<file path="config.mk">
export PLATFORM = sky130hd
export DESIGN_NAME = rf_access_ctrl
export DESIGN_NICKNAME = d
export VERILOG_FILES = /design/src/rtl/rf_access_ctrl_pkg.sv /design/src/rtl/rf_access_ctrl_wb_counter.sv /design/src/rtl/rf_access_ctrl.sv
export SDC_FILE = /design/constraint.sdc
export NUM_CORES = 1
export LEC_CHECK = 0
export ABC_AREA = 0
export BUFFER_PORTS_ARGS = -buffer_cell sky130_fd_sc_hd__buf_2
export CAP_MARGIN = 20
export CORE_ASPECT_RATIO = 0.5
export CORE_MARGIN = 2
export CORE_UTILIZATION = 46
export DETAILED_ROUTE_END_ITERATION = 6
export PLACE_DENSITY = 0.78
export SYNTH_ARGS = -nofsm -noshare
export SYNTH_HDL_FRONTEND = slang
export SYNTH_SLANG_ARGS = --single-unit
</file>
<file path="constraint.sdc">
create_clock -name clock -period 2.1 [get_ports clock]
set_input_delay 0.21 -clock clock [delete_from_list [all_inputs] [get_ports clock]]
set_output_delay 0.21 -clock clock [all_outputs]
set_load 0.1 [all_outputs]
</file>
<file path="src/rtl/rf_access_ctrl_pkg.sv">
// Shared definitions for the register-file access sequencer: FSM state
// encoding, default widths and the hard-wired zero register index.
package rf_access_ctrl_pkg;

    localparam int DATA_W   = 8;
    localparam int ADDR_B   = 3;
    localparam int CNT_W    = 8;
    localparam int ZERO_REG = 0;

    typedef enum logic [2:0] {
        IDLE     = 3'd0,
        READ     = 3'd1,
        ISSUE    = 3'd2,
        WAIT_RES = 3'd3,
        WRITE    = 3'd4
    } state_e;

endpackage

</file>
<file path="src/rtl/rf_access_ctrl_wb_counter.sv">
// rf_wb_counter: wrapping count of completed writebacks.
// Synchronous active-low clear, single-cycle increment strobe.
module rf_wb_counter #(
    parameter int Cnt_W = 8
) (
    input  logic             clk_i,
    input  logic             clr_ni,
    input  logic             inc_i,
    output logic [Cnt_W-1:0] count_o
);

    logic [Cnt_W-1:0] count_q;
    logic [Cnt_W-1:0] count_d;

    // Next count: add one on the strobe, wrapping naturally at 2**Cnt_W.
    always_comb begin
        count_d = count_q;
        if (inc_i) begin
            count_d = count_q + Cnt_W'(1);
        end
    end

    // Count register with synchronous clear.
    always_ff @(posedge clk_i) begin
        if (!clr_ni) begin
            count_q <= '0;
        end else begin
            count_q <= count_d;
        end
    end

    assign count_o = count_q;

endmodule

</file>
<file path="src/rtl/rf_access_ctrl.sv">
// rf_access_ctrl: one request at a time -> two operand reads, hand-off to
// execute, optional single writeback. Owns all RF address/strobe generation.
// Build option: define ZERO_REG_EN to make register 0 read as zero and
// suppress writes to it.
module rf_access_ctrl
    import rf_access_ctrl_pkg::*;
#(
    parameter int Data_W = DATA_W,
    parameter int Addr_B = ADDR_B,
    parameter int Cnt_W  = CNT_W
) (
    input  logic              clock,
    input  logic              reset,
    input  logic              req_valid,
    output logic              req_ready,
    input  logic [Addr_B-1:0] req_rs1,
    input  logic [Addr_B-1:0] req_rs2,
    input  logic [Addr_B-1:0] req_rd,
    input  logic              req_wb,
    output logic [Addr_B-1:0] rf_read_addr1,
    output logic [Addr_B-1:0] rf_read_addr2,
    input  logic [Data_W-1:0] rf_read_data1,
    input  logic [Data_W-1:0] rf_read_data2,
    output logic              rf_write_enable,
    output logic [Addr_B-1:0] rf_write_addr,
    output logic [Data_W-1:0] rf_write_data,
    output logic              op_valid,
    input  logic              op_ready,
    output logic [Data_W-1:0] op_a,
    output logic [Data_W-1:0] op_b,
    input  logic              res_valid,
    output logic              res_ready,
    input  logic [Data_W-1:0] res_data,
    output logic              busy,
    output logic [Cnt_W-1:0]  wb_count
);

`ifdef ZERO_REG_EN
    localparam logic [Addr_B-1:0] ZERO_IDX = Addr_B'(ZERO_REG);
`endif

    state_e            state_q,   state_d;
    logic [Addr_B-1:0] rs1_q,     rs1_d;
    logic [Addr_B-1:0] rs2_q,     rs2_d;
    logic [Addr_B-1:0] rd_q,      rd_d;
    logic              wb_q,      wb_d;
    logic [Data_W-1:0] op_a_q,    op_a_d;
    logic [Data_W-1:0] op_b_q,    op_b_d;
    logic [Addr_B-1:0] wr_addr_q, wr_addr_d;
    logic [Data_W-1:0] wr_data_q, wr_data_d;

    // Next-state, latch updates and handshake/strobe outputs.
    always_comb begin
        // NOTE: every signal gets a default first so no path leaves it unassigned (no latch).
        state_d         = state_q;
        rs1_d           = rs1_q;
        rs2_d           = rs2_q;
        rd_d            = rd_q;
        wb_d            = wb_q;
        op_a_d          = op_a_q;
        op_b_d          = op_b_q;
        wr_addr_d       = wr_addr_q;
        wr_data_d       = wr_data_q;
        req_ready       = 1'b0;
        op_valid        = 1'b0;
        res_ready       = 1'b0;
        rf_write_enable = 1'b0;

        case (state_q)
            IDLE: begin
                req_ready = reset;
                if (req_valid && reset) begin
                    rs1_d   = req_rs1;
                    rs2_d   = req_rs2;
                    rd_d    = req_rd;
                    wb_d    = req_wb;
                    state_d = READ;
                end
            end
            READ: begin
`ifdef ZERO_REG_EN
                op_a_d = (rs1_q == ZERO_IDX) ? '0 : rf_read_data1;
                op_b_d = (rs2_q == ZERO_IDX) ? '0 : rf_read_data2;
`else
                op_a_d = rf_read_data1;
                op_b_d = rf_read_data2;
`endif
                state_d = ISSUE;
            end
            ISSUE: begin
                op_valid = reset;
                if (op_ready) begin
                    state_d = wb_q ? WAIT_RES : IDLE;
                end
            end
            WAIT_RES: begin
                res_ready = reset;
                if (res_valid) begin
                    wr_data_d = res_data;
                    wr_addr_d = rd_q;
                    state_d   = WRITE;
                end
            end
            WRITE: begin
`ifdef ZERO_REG_EN
                rf_write_enable = reset && (wr_addr_q != ZERO_IDX);
`else
                rf_write_enable = reset;
`endif
                state_d = IDLE;
            end
            default: state_d = IDLE;
        endcase
    end

    // State and latched request/data registers; reset drops any transaction.
    always_ff @(posedge clock) begin
        if (!reset) begin
            state_q   <= IDLE;
            rs1_q     <= '0;
            rs2_q     <= '0;
            rd_q      <= '0;
            wb_q      <= 1'b0;
            op_a_q    <= '0;
            op_b_q    <= '0;
            wr_addr_q <= '0;
            wr_data_q <= '0;
        end else begin
            // NOTE: non-blocking assignments so every register samples pre-edge values.
            state_q   <= state_d;
            rs1_q     <= rs1_d;
            rs2_q     <= rs2_d;
            rd_q      <= rd_d;
            wb_q      <= wb_d;
            op_a_q    <= op_a_d;
            op_b_q    <= op_b_d;
            wr_addr_q <= wr_addr_d;
            wr_data_q <= wr_data_d;
        end
    end

    rf_wb_counter #(
        .Cnt_W (Cnt_W)
    ) u_wb_counter (
        .clk_i   (clock),
        .clr_ni  (reset),
        .inc_i   (rf_write_enable),
        .count_o (wb_count)
    );

    assign rf_read_addr1 = rs1_q;
    assign rf_read_addr2 = rs2_q;
    assign rf_write_addr = wr_addr_q;
    assign rf_write_data = wr_data_q;
    assign op_a          = op_a_q;
    assign op_b          = op_b_q;
    assign busy          = reset && (state_q != IDLE);

endmodule

</file>
# After elaboration in Yosys (flattened, before gate mapping)
# Cells that the tools add are included.
# Widths: inputs -> output; s select.
dict set report classes {
  reduce_logical 7
  n_eq_ne 7
  add_sub_neg 1
  muxes 9
}
# op count
set op_table {}
lappend op_table {{$pmux 3 s4} 1}
lappend op_table {{$mux 3} 3}
lappend op_table {{$add 8x1->8 const B} 1}
lappend op_table {{$eq 3x2->1 const B} 2}
lappend op_table {{$ne 2x2->1 const B} 3}
lappend op_table {{$mux 1} 4}
lappend op_table {{$reduce_and 2->1} 2}
lappend op_table {{$eq 3x1->1 const B} 1}
lappend op_table {{$eq 3x3->1 const B} 1}
lappend op_table {{$logic_not 3->1} 1}
lappend op_table {{$reduce_and 3->1} 1}
lappend op_table {{$reduce_bool 3->1} 1}
lappend op_table {{$logic_and 1x1->1} 2}
lappend op_table {{$mux 2} 1}
dict set report word_totals {
  input_bits 39
  ff_bits 48
}

# Depth between registers and ports, before layout
# Gate-level depths: netlist (run 1).
dict set report logic_depth {
  ltp_word 3
  mapped_depth 6
  depth_no_buf 4
}

# Cells and area by module
# From an unflattened synthesis (run 1), not the netlist that was laid out.
dict set report hier_totals {
  hier_cells 230
  hier_area_um2 1989.4
}
# module cells_per_inst area_per_inst_um2 instances
set by_module_without_submodules {}
lappend by_module_without_submodules {rf_access_ctrl 193 1630.3 1}
lappend by_module_without_submodules {rf_wb_counter 37 359.1 1}

# Least setup slack after synthesis (run 1)
# OpenSTA, ideal clock, no wires.
dict set report synth_path {
  path_kind {flip-flop to output port}
  from {register state_q[1]}
  to {output port op_valid}
  path_stages_with_launch 3
  path_slack_ns -1.000
  n_path_buf 1
  arrival_time_ns 2.890
  path_cell_list {dfxtp_1 > clkbuf_1 > nor3b_1}
}
dict set report synth_via {
  elab_chain_cells 2
}
# element line
set synth_rtl {}
lappend synth_rtl {{start: declaration} rf_access_ctrl.sv:42} ;# state_e state_q, state_d;
lappend synth_rtl {{start signal: assignment} rf_access_ctrl.sv:130} ;# state_q <= state_d;
lappend synth_rtl {{$eq 3x2->1} rf_access_ctrl.sv:69} ;# case (state_q)
lappend synth_rtl {{$mux 1} rf_access_ctrl.sv:69}
lappend synth_rtl {{end: declaration} rf_access_ctrl.sv:27} ;# output logic op_valid,
# No other way between the ends.

# Final worst setup path (run 1)
dict set report layout_path {
  from {register state_q[2]}
  to {output port rf_write_enable}
}
dict set report layout_via {
  elab_chain_cells 2
}
# element line
set layout_rtl {}
lappend layout_rtl {{$eq 3x3->1} rf_access_ctrl.sv:69}
lappend layout_rtl {{$mux 1} rf_access_ctrl.sv:69}
lappend layout_rtl {{end: declaration} rf_access_ctrl.sv:24} ;# output logic rf_write_enable,
# No other way between the ends.

==> flow_summary_export.csv, run 1 <==
group,metric,value,unit
job,max_cap_violations,0,
detailed_routing,ant_nets,0,
layout,nets,350,
timing,worst_slew_pin_slew,0.6244,ns
timing,min_period,1.938,ns
worst_setup_path,end_kind,"output pin",
synth,yosys-top-cells-count,"71 x nand2_1, 48 x dfxtp_1, 31 x a21oi_1, 13 x mux2i_1, 12 x clkbuf_1",
layout,final_cells,365,
placed_design,placed_cells,357,
clock_network,clk_pin_slew,0.09,ns
synth,synth_edf_count,0,
grt,overflow,0,
worst_setup_path,worstPathMaxFanout,10,
layout,nFillCells,357,
grt,grt_pass1_wl,6.582,mm
pwr,p_total,2.050,mW
timing,setup-tns-final,0,ns
synth,syn_avg_cell_area,8.297,sq um
clock_network,tritoncts,"built",
pwr,p_int,1.397,mW
worst_setup_path,cp.depth,3,
layout,multiInputGateArea,835.8,sq um
synth,seq_area_frac_synth,50.79,%
synth,ys_types,33,
floorplanning,dieHeight,49.35,microns
worst_setup_path,critPathLaunch,"state_q[2]$_SDFFE_PN0P_",
clock_network,cts_hold_buf,0,
placed_design,gpl.final_weighted_congestion,0.8233,
grt,grt_usage,17.95,%
pwr,p_leak,1.239,nW
detailed_routing,wl_per_cell,11.20,microns
pwr,pwr_density_cell,817.6,mW/mm^2
grt,grt_max_degree,22,
placed_design,port-buffer-count,84,
timing,drv_slew,0,
synth,syn_area,0.001892,sq mm
worst_setup_path,path_buf_inv,1,
clock_network,clock_sinks,48,
detailed_routing,route.vias.total,1737,
worst_setup_path,path_cells,"or3b_1 -> nor2_1 -> buf_12",
synth,syn_nets,268,
placed_design,post-dp-hpwl,3.028,mm
pwr,netSwitchingFraction,31.86,%
synth,yosys-top-cells-area,"dfxtp_1 51%, nand2_1 14%, a21oi_1 8.2%",
timing,period_share,92.28,%
worst_hold_path,hp-class,"input pin to register",
worst_setup_path,slowest_stage,"or3b_1",
timing,rsz0062_at_grt,"no",
pwr,combPwrFrac,21.0,%
floorplanning,placementRows,16,
layout,seqCellArea,963.4,sq um
pwr,switchingPower,0.6530,mW
pwr,power_frac_seq,47.1,%
timing,fin_worst_skew,0.006628,ns
timing,fmax,0.5160,GHz
synth,yosysWarningCount,0,
worst_setup_path,cp-start-kind,"register",
detailed_routing,wirelength,4.087,mm
layout,drive_gt1_share,33.12,%
clock_network,cts_root_buffer,"clkbuf_8",
pwr,ir_worst_vdd,0.4265,mV
worst_setup_path,critical-path-max-stage-delay,0.53,ns
timing,report.final.setup_viol,0,
outcome,status,"finished, final reports clean",
synth,synthCells,228,
layout,diodes,0,
grt,grt_pass1_vias,1567,
worst_hold_path,hold_depth,3,
layout,syn2layout_area_growth,32.54,%
synth,yosysTopAreaCellShare,50.79,%
synth,ys_ff_latch,48,
timing,hold_viol,0,
clock_network,numCtsBuffers,5,
worst_setup_path,crit_family,"simple AND/OR/NAND/NOR gates",
clock_network,htreeDepth,2,
worst_setup_path,r2r_start,"state_q[2]$_SDFFE_PN0P_",
worst_setup_path,arrival,1.73,ns
synth,synth.most_common_cell,"nand2_1",
worst_setup_path,worstPathRequired,1.89,ns
detailed_routing,vias_per_cell,4.759,
floorplanning,die_w,94.70,microns
clock_network,clk_path_buf_depth,2,
clock_network,ctsResizeCount,0,
timing,maxSlewHeadroom,57.81,%
worst_hold_path,hold_start,"req_rs2[1]",
pwr,p_clk_share,31.9,%
synth,netlist.top_cell.by_area,"dfxtp_1",
clock_network,post_cts_buffers,0,
worst_setup_path,rr_worst_depth,3,
worst_setup_path,worstSetupPathType,"register to output pin",
synth,ys.flop_type,"dfxtp_1",
detailed_routing,drtIter0Drc,52,
detailed_routing,drc,0,
floorplanning,die-area,0.004673,sq mm
grt,antenna_found_initial,0,
floorplanning,initial_utilization,48.21,%
clock_network,insertion_delay,0.30,ns
floorplanning,ioPinCount,85,
floorplanning,coreArea,0.003924,sq mm
detailed_routing,dr.pass1.iters,4,
synth,async_reset_ff_share,0,%
## per-layer routing
layer	wire length (microns)	part of all wire (%)	GRT usage, %
met1	1815	44	20.70
met2	2018	49	31.91
met3	218	5.3	5.100
met4	35	0.86	6.280
met5	0	0	0
## sequential cells by signal (all words and copies together) (netlist names)
name,count
op_b,8
state_q,3
rf_write_data,8
wb_q,1
op_a,8
rf_read_addr1,3
rf_read_addr2,3
u_wb_counter.count_o,8
rd_q,3
rf_write_addr,3
## worst paths after layout
kind                            slack (ns)                                   end
worst max-delay path                  0.16                       rf_write_enable
worst min-delay path                  0.13         rf_read_addr2[1]$_SDFFE_PN0P_
worst max register to register        0.34  u_wb_counter.count_o[5]$_SDFFE_PN0P_
worst min register to register        0.45                  op_b[5]$_SDFFE_PN0N_
## power groups by stage
stage | Combinational [mW] | Clock, mW | Sequential [mW]
after floorplan | 0.131 | 0 | 1.19
after global placement | 0.426 | 0 | 0.985
after detailed placement | 0.432 | 0 | 0.987
after CTS | 0.433 | 0.674 | 0.966
after global routing | 0.454 | 0.713 | 0.970
final | 0.430 | 0.654 | 0.966
## logic make-up (layout without fill, tap and decap cells)
family          count (synthesis)  after routing  synth area share [%]
simple gates                  103            103                 25.20
flops                          48             48                 50.79
buf+inv                        25            108                 5.556
xor+xnor                        2              2                0.9261
fa+ha+maj                       1              1                0.6613
compound gates                 36             36                 9.987
mux                            13             13                 6.878
## area by class of cell
class | instances | area share [%]
clock buffers | 5 | 2.745
well taps | 54 | 2.695
clock inverters | 3 | 1.697
multi-input cells | 155 | 33.33
repair buffers | 89 | 19.46
flip-flops and latches | 48 | 38.42
inverters | 11 | 1.647
## per-stage QoR
step	utilization [%]	hold slack [ns]	worst slack, ns	instance area, sq um
6_report	63.90	0.1332	0.1621	2507
5_1_grt	63.90	0.1311	0.05614	2507
4_1_cts	63.90	0.1248	0.1482	2507
3_5_place_dp	61.07	0.4446	0.3656	2396
3_3_place_gp	61.07	0.4390	0.4073	2396
2_1_floorplan	-	0.3423	-0.2964	1904
## cell usage in the layout, fill, tap and decap left out, types with 3 or more instances in the layout
cell / count
a21oi_1: 31
buf_2: 82
buf_4: 5
clkbuf_8: 5
dfxtp_1: 46
inv_1: 10
mux2i_1: 13
nand2_1: 71
nand2b_1: 4
nand3_1: 3
nor2_1: 7
## worst register-to-register path: cells and delay by family (launching register included)
family             cells  cell delay [ns]
DFF                    1             0.47
AOI/OAI and AO/OA      1             0.16
and+or+nand+nor        2             1.07
(Power assumes the default switching activity.)
==> run 2: changes to the inputs <==
- ABC_AREA: 0 -> 1
- CORE_MARGIN: 2 -> default
==> flow_summary_export.csv, run 2 <==
group,metric,value,unit
outcome,status,"finished with violations",
outcome,violations,"DRC",
synth,seq_area_frac_synth,50.66,%
clock_network,cts_root_buffer,"clkbuf_8",
timing,fin_worst_skew,0.005968,ns
synth,yosys-top-cells-area,"dfxtp_1 51%, nand2_1 10%, nor2_1 9.5%",
floorplanning,ioPinCount,85,
clock_network,cts_hold_buf,0,
synth,yosys-top-cells-count,"53 x nand2_1, 48 x dfxtp_1, 48 x nor2_1, 24 x o21ai_0, 20 x nand3_1",
timing,maxSlewHeadroom,66.91,%
layout,diodes,0,
synth,syn_avg_cell_area,7.497,sq um
layout,syn2layout_area_growth,28.76,%
grt,overflow,0,
synth,syn_area,0.001897,sq mm
timing,drv_slew,0,
floorplanning,die_w,92.82,microns
timing,worst_slew_pin_slew,0.4998,ns
synth,ys.flop_type,"dfxtp_1",
worst_setup_path,worstSetupPathType,"register to output pin",
floorplanning,dieHeight,47.41,microns
clock_network,tritoncts,"built",
synth,yosysTopAreaCellShare,50.66,%
timing,hold_viol,0,
timing,min_period,1.712,ns
grt,antenna_found_initial,0,
synth,muxShareOfSynthArea,0,%
grt,grt_usage,18.62,%
layout,drive_gt1_share,32.34,%
worst_setup_path,worstPathMaxFanout,5,
synth,async_reset_ff_share,0,%
job,max_cap_violations,0,
synth,syn_nets,293,
placed_design,gpl.final_weighted_congestion,0.7840,
timing,period_share,81.54,%
synth,yosys.area_share.simple,30.34,%
worst_setup_path,end_kind,"output pin",
detailed_routing,drc,1,
clock_network,numCtsBuffers,5,
synth,synth_adder_area_share,0.6596,%
worst_setup_path,worstPathRequired,1.89,ns
synth,ys_types,22,
worst_setup_path,cp-start-kind,"register",
floorplanning,placementRows,16,
floorplanning,initial_utilization,48.34,%
clock_network,insertion_delay,0.29,ns
grt,grt_pass1_vias,1488,
clock_network,post_cts_buffers,0,
detailed_routing,vias_per_cell,4.791,
placed_design,port-buffer-count,84,
synth,yosysWarningCount,0,
layout,final_cell_mix,"83 x buf_2, 53 x nand2_1, 48 x dfxtp_1",
synth,synth_compound_area_share,12.14,%
clock_network,clock_sinks,48,
floorplanning,die-area,0.004400,sq mm
pwr,p_leak,1.156,nW
timing,fmax,0.5840,GHz
detailed_routing,route.vias.total,1859,
synth,synth.most_common_cell,"nand2_1",
timing,rsz0062_at_grt,"no",
detailed_routing,drtIter0Drc,47,
worst_setup_path,arrival,1.50,ns
clock_network,clk_pin_slew,0.08,ns
layout,nFillCells,387,
detailed_routing,ant_nets,0,
detailed_routing,wirelength,4.090,mm
synth,synth_top_family_by_area,"simple AND/OR/NAND/NOR gates",
layout,final_common_cell,"buf_2",
pwr,ir_worst_vdd,0.4437,mV
synth,ys_ff_latch,48,
placed_design,post-dp-hpwl,3.012,mm
grt,grt_pass1_wl,6.375,mm
timing,report.final.setup_viol,0,
pwr,pwr_density_cell,1179,mW/mm^2
clock_network,clk_path_buf_depth,2,
synth,synth-xor-area-share,0,%
layout,utilization,62.24,%
worst_hold_path,hp-class,"input pin to register",
synth,synthCells,253,
clock_network,ctsResizeCount,0,
timing,whs,0.1169,ns
grt,grt_max_degree,36,
synth,netlist.top_cell.by_area,"dfxtp_1",
detailed_routing,wl_per_cell,10.54,microns
floorplanning,coreArea,0.003924,sq mm
timing,setup-tns-final,0,ns
detailed_routing,dr.pass1.iters,6,
synth,synth_edf_count,0,
clock_network,htreeDepth,2,
layout,nets,374,
run 2: cell count changes after synthesis, sizes merged, moves of 4 or more:
cell / change
nand3: +18
mux2i: -13
a21oi: -14
nand2: -13
o21ai: +28
nor2: +44
clkbuf: -9
buf: +7
nand2b: -4
run 2: final cells by class:
cell class              instances  area [sq um]  share of cell area, %
flip-flops and latches         48         960.9                  39.34
multi-input cells             180         837.1                  34.27
repair buffers                 86         450.4                  18.44
clock buffers                   6         72.57                  2.971
well taps                      54         67.56                  2.766
inverters                      13         48.80                  1.998
clock inverters                 1         5.005                 0.2049
run 2: metrics by stage:
stage               cells  cell area [sq um]  total power [mW]  setup slack, ns
global route          388               2442             3.041           0.2968
CTS                   388               2442             2.908           0.3789
global placement      381               2365             2.386           0.7230
floorplan             253               1916             2.220           0.1562
finish                388               2442             2.880           0.3876
detailed placement    381               2365             2.405           0.6958
run 2: critical path: stages, from the launching register on:
cell,delay [ns]
dfxtp_1,0.51
inv_1,0.12
a21oi_2,0.15
buf_2,0.43
run 2: cells by family (layout without fill, tap and decap cells):
group / count (synthesis) / count (layout)
flops: 48 / 48
simple gates: 133 / 133
compound gates: 46 / 46
buf+inv: 25 / 106
fa+ha+maj: 1 / 1
run 2: worst paths after layout:
| path | slack [ns] | to | depth (start not counted) | start |
|---|---|---|---|---|
| worst min register to register | 0.46 | rf_read_addr1[2]$_SDFFE_PN0P_ | 2 | rf_read_addr1[2]$_SDFFE_PN0P_ |
| worst max-delay path | 0.39 | busy | 3 | state_q[2]$_SDFFE_PN0P_ |
| worst min-delay path | 0.12 | rf_read_addr1[0]$_SDFFE_PN0P_ | 3 | req_rs1[0] |
| worst max register to register | 0.68 | rf_write_data[5]$_SDFFE_PN0P_ | 5 | state_q[0]$_SDFFE_PN0P_ |
run 2: power breakdown:
group          total (mW)  switching, mW  internal (mW)
clock               0.501          0.275          0.227
sequential           1.10         0.0718           1.03
combinational        1.28           1.07          0.212
total                2.88           1.41           1.47
run 2: layer usage:
metal / track usage, % / share of wire [%]
met1: 23.78 / 47
met2: 32.79 / 47
met5: 0 / 0
met3: 4.693 / 5.0
met4: 4.615 / 0.59
==> run 3: changes to the inputs <==
- clock period: 2.1 -> 1.65 ns (I/O delays scaled with it)
==> flow_summary_export.csv, run 3 (synthesis results as in run 2) <==
group,metric,value,unit
layout,nets,375,
worst_setup_path,r2r_start,"state_q[0]$_SDFFE_PN0P_",
worst_setup_path,rr_worst_depth,5,
pwr,ir_worst_vdd,0.8701,mV
placed_design,placed_cell_area,0.002439,sq mm
floorplanning,die_w,92.82,microns
floorplanning,dieHeight,47.41,microns
pwr,p_leak,1.178,nW
detailed_routing,ant_nets,0,
worst_setup_path,end_kind,"output pin",
detailed_routing,drtIter0Drc,61,
layout,final_cell_mix,"79 x buf_2, 53 x nand2_1, 45 x nor2_1",
job,max_cap_violations,0,
placed_design,post-place-ws,0.2584,ns
detailed_routing,wl_met1,1.955,mm
pwr,p_total,3.752,mW
timing,hold_viol,0,
clock_network,cts_root_buffer,"clkbuf_8",
floorplanning,coreArea,0.003924,sq mm
floorplanning,placementRows,16,
worst_setup_path,critPathLaunch,"state_q[1]$_SDFFE_PN0P_",
detailed_routing,drc,0,
layout,syn2layout_area_growth,32.85,%
clock_network,clk_path_buf_depth,2,
layout,final_cells,389,
placed_design,placed_cells,382,
worst_setup_path,r2r-end,"rf_write_data[1]$_SDFFE_PN0P_",
layout,nFillCells,376,
clock_network,tritoncts,"built",
layout,fin_area,0.002520,sq mm
timing,report.final.setup_viol,0,
worst_setup_path,rrSetupSlack,0.22,ns
detailed_routing,met3_length,231,microns
timing,rsz0062_at_grt,"no",
clock_network,insertion_delay,0.30,ns
clock_network,htreeDepth,2,
grt,grt_max_degree,26,
layout,final_common_cell,"buf_2",
grt,grt_pass1_wl,6.499,mm
clock_network,cts_hold_buf,0,
worst_setup_path,worstSetupPathType,"register to output pin",
timing,drv_slew,0,
outcome,status,"finished, final reports clean",
timing,setup_ws,0.09492,ns
worst_setup_path,worstPathMaxFanout,5,
placed_design,port-buffer-count,84,
grt,grt_pass1_vias,1547,
timing,period_share,94.25,%
worst_setup_path,cp-endpoint,"rf_write_enable",
timing,whs,0.06763,ns
detailed_routing,met2_length,2.031,mm
clock_network,post_cts_buffers,0,
clock_network,clock_sinks,48,
grt,overflow,0,
floorplanning,die-area,0.004400,sq mm
timing,worst_slew_pin_slew,0.4919,ns
grt,antenna_found_initial,0,
timing,fin_worst_skew,0.008170,ns
worst_setup_path,worstPathRequired,1.48,ns
placed_design,post-dp-hpwl,3.152,mm
timing,min_period,1.555,ns
layout,diodes,0,
layout,drive_gt1_share,34.63,%
detailed_routing,dr.pass1.iters,4,
detailed_routing,wirelength,4.267,mm
worst_hold_path,hp-class,"input pin to register",
detailed_routing,topRoutingLayerUsed,"met4",
detailed_routing,route.vias.total,1859,
detailed_routing,vias_per_cell,4.779,
timing,fmax,0.6431,GHz
clock_network,clk_pin_slew,0.09,ns
worst_setup_path,cp-start-kind,"register",
floorplanning,initial_utilization,48.34,%
floorplanning,ioPinCount,85,
timing,maxSlewHeadroom,67.43,%
worst_setup_path,arrival,1.39,ns
grt,grt_usage,19.31,%
placed_design,gpl.final_weighted_congestion,0.7736,
detailed_routing,wl_per_cell,10.97,microns
pwr,pwr_density_cell,1489,mW/mm^2
clock_network,numCtsBuffers,5,
## run 3: cell count changes in the layout (fill, tap and decap cells not counted), sizes merged
cell,before,now
buf,86,87
## run 3: layer usage
metal  vias to the layer above  GRT usage (%)
met1                       829          22.24
met5                         -              0
met4                         0          8.000
met3                         6          5.016
li1                        971              -
met2                        53          36.03
## run 3: what timing repair did
item,in CTS,in global routing
gates resized for setup,0,2
endpoints found under the setup margin,0,1
endpoints found under the hold margin,0,0
## run 3: how the worst min path moves through the flow
stage          startpoint                            end  cells after the start
2_1_floorplan   req_rd[0]           rd_q[0]$_SDFFE_PN0P_                      2
3_3_place_gp   req_rs1[1]  rf_read_addr1[1]$_SDFFE_PN0P_                      3
3_5_place_dp       req_wb              wb_q$_SDFFE_PN0P_                      3
4_1_cts        req_rs1[0]  rf_read_addr1[0]$_SDFFE_PN0P_                      3
5_1_grt        req_rs1[0]  rf_read_addr1[0]$_SDFFE_PN0P_                      3
6_report       req_rs1[0]  rf_read_addr1[0]$_SDFFE_PN0P_                      3
## run 3: report_power, final
group          total [mW]  switching (mW)  internal [mW]  leakage, nW
registers            1.41          0.0971           1.31        0.394
clock network       0.647           0.359          0.288       0.0410
logic                1.70            1.37          0.324        0.742
total                3.75            1.83           1.92         1.18
## run 3: metrics by stage
step           setup TNS [ns]  util [%]
2_1_floorplan         -0.7631         -
3_3_place_gp                0     62.15
3_5_place_dp                0     62.15
4_1_cts                     0     64.13
5_1_grt                     0     64.22
6_report                    0     64.22
## run 3: area by class of cell
class | instances | area, sq um | share of cell area [%]
clock buffers | 6 | 72.57 | 2.880
clock inverters | 1 | 5.005 | 0.1986
inverters | 13 | 48.80 | 1.936
multi-input cells | 180 | 839.6 | 33.32
flip-flops and latches | 48 | 968.4 | 38.43
well taps | 54 | 67.56 | 2.681
repair buffers | 87 | 518.0 | 20.56
## run 3: critical path: stages, from the launching register on
cell and delay (ns):
dfxtp_1 0.38, nor2_2 0.18, nand2_2 0.12, nor2_2 0.20
buf_12 0.20
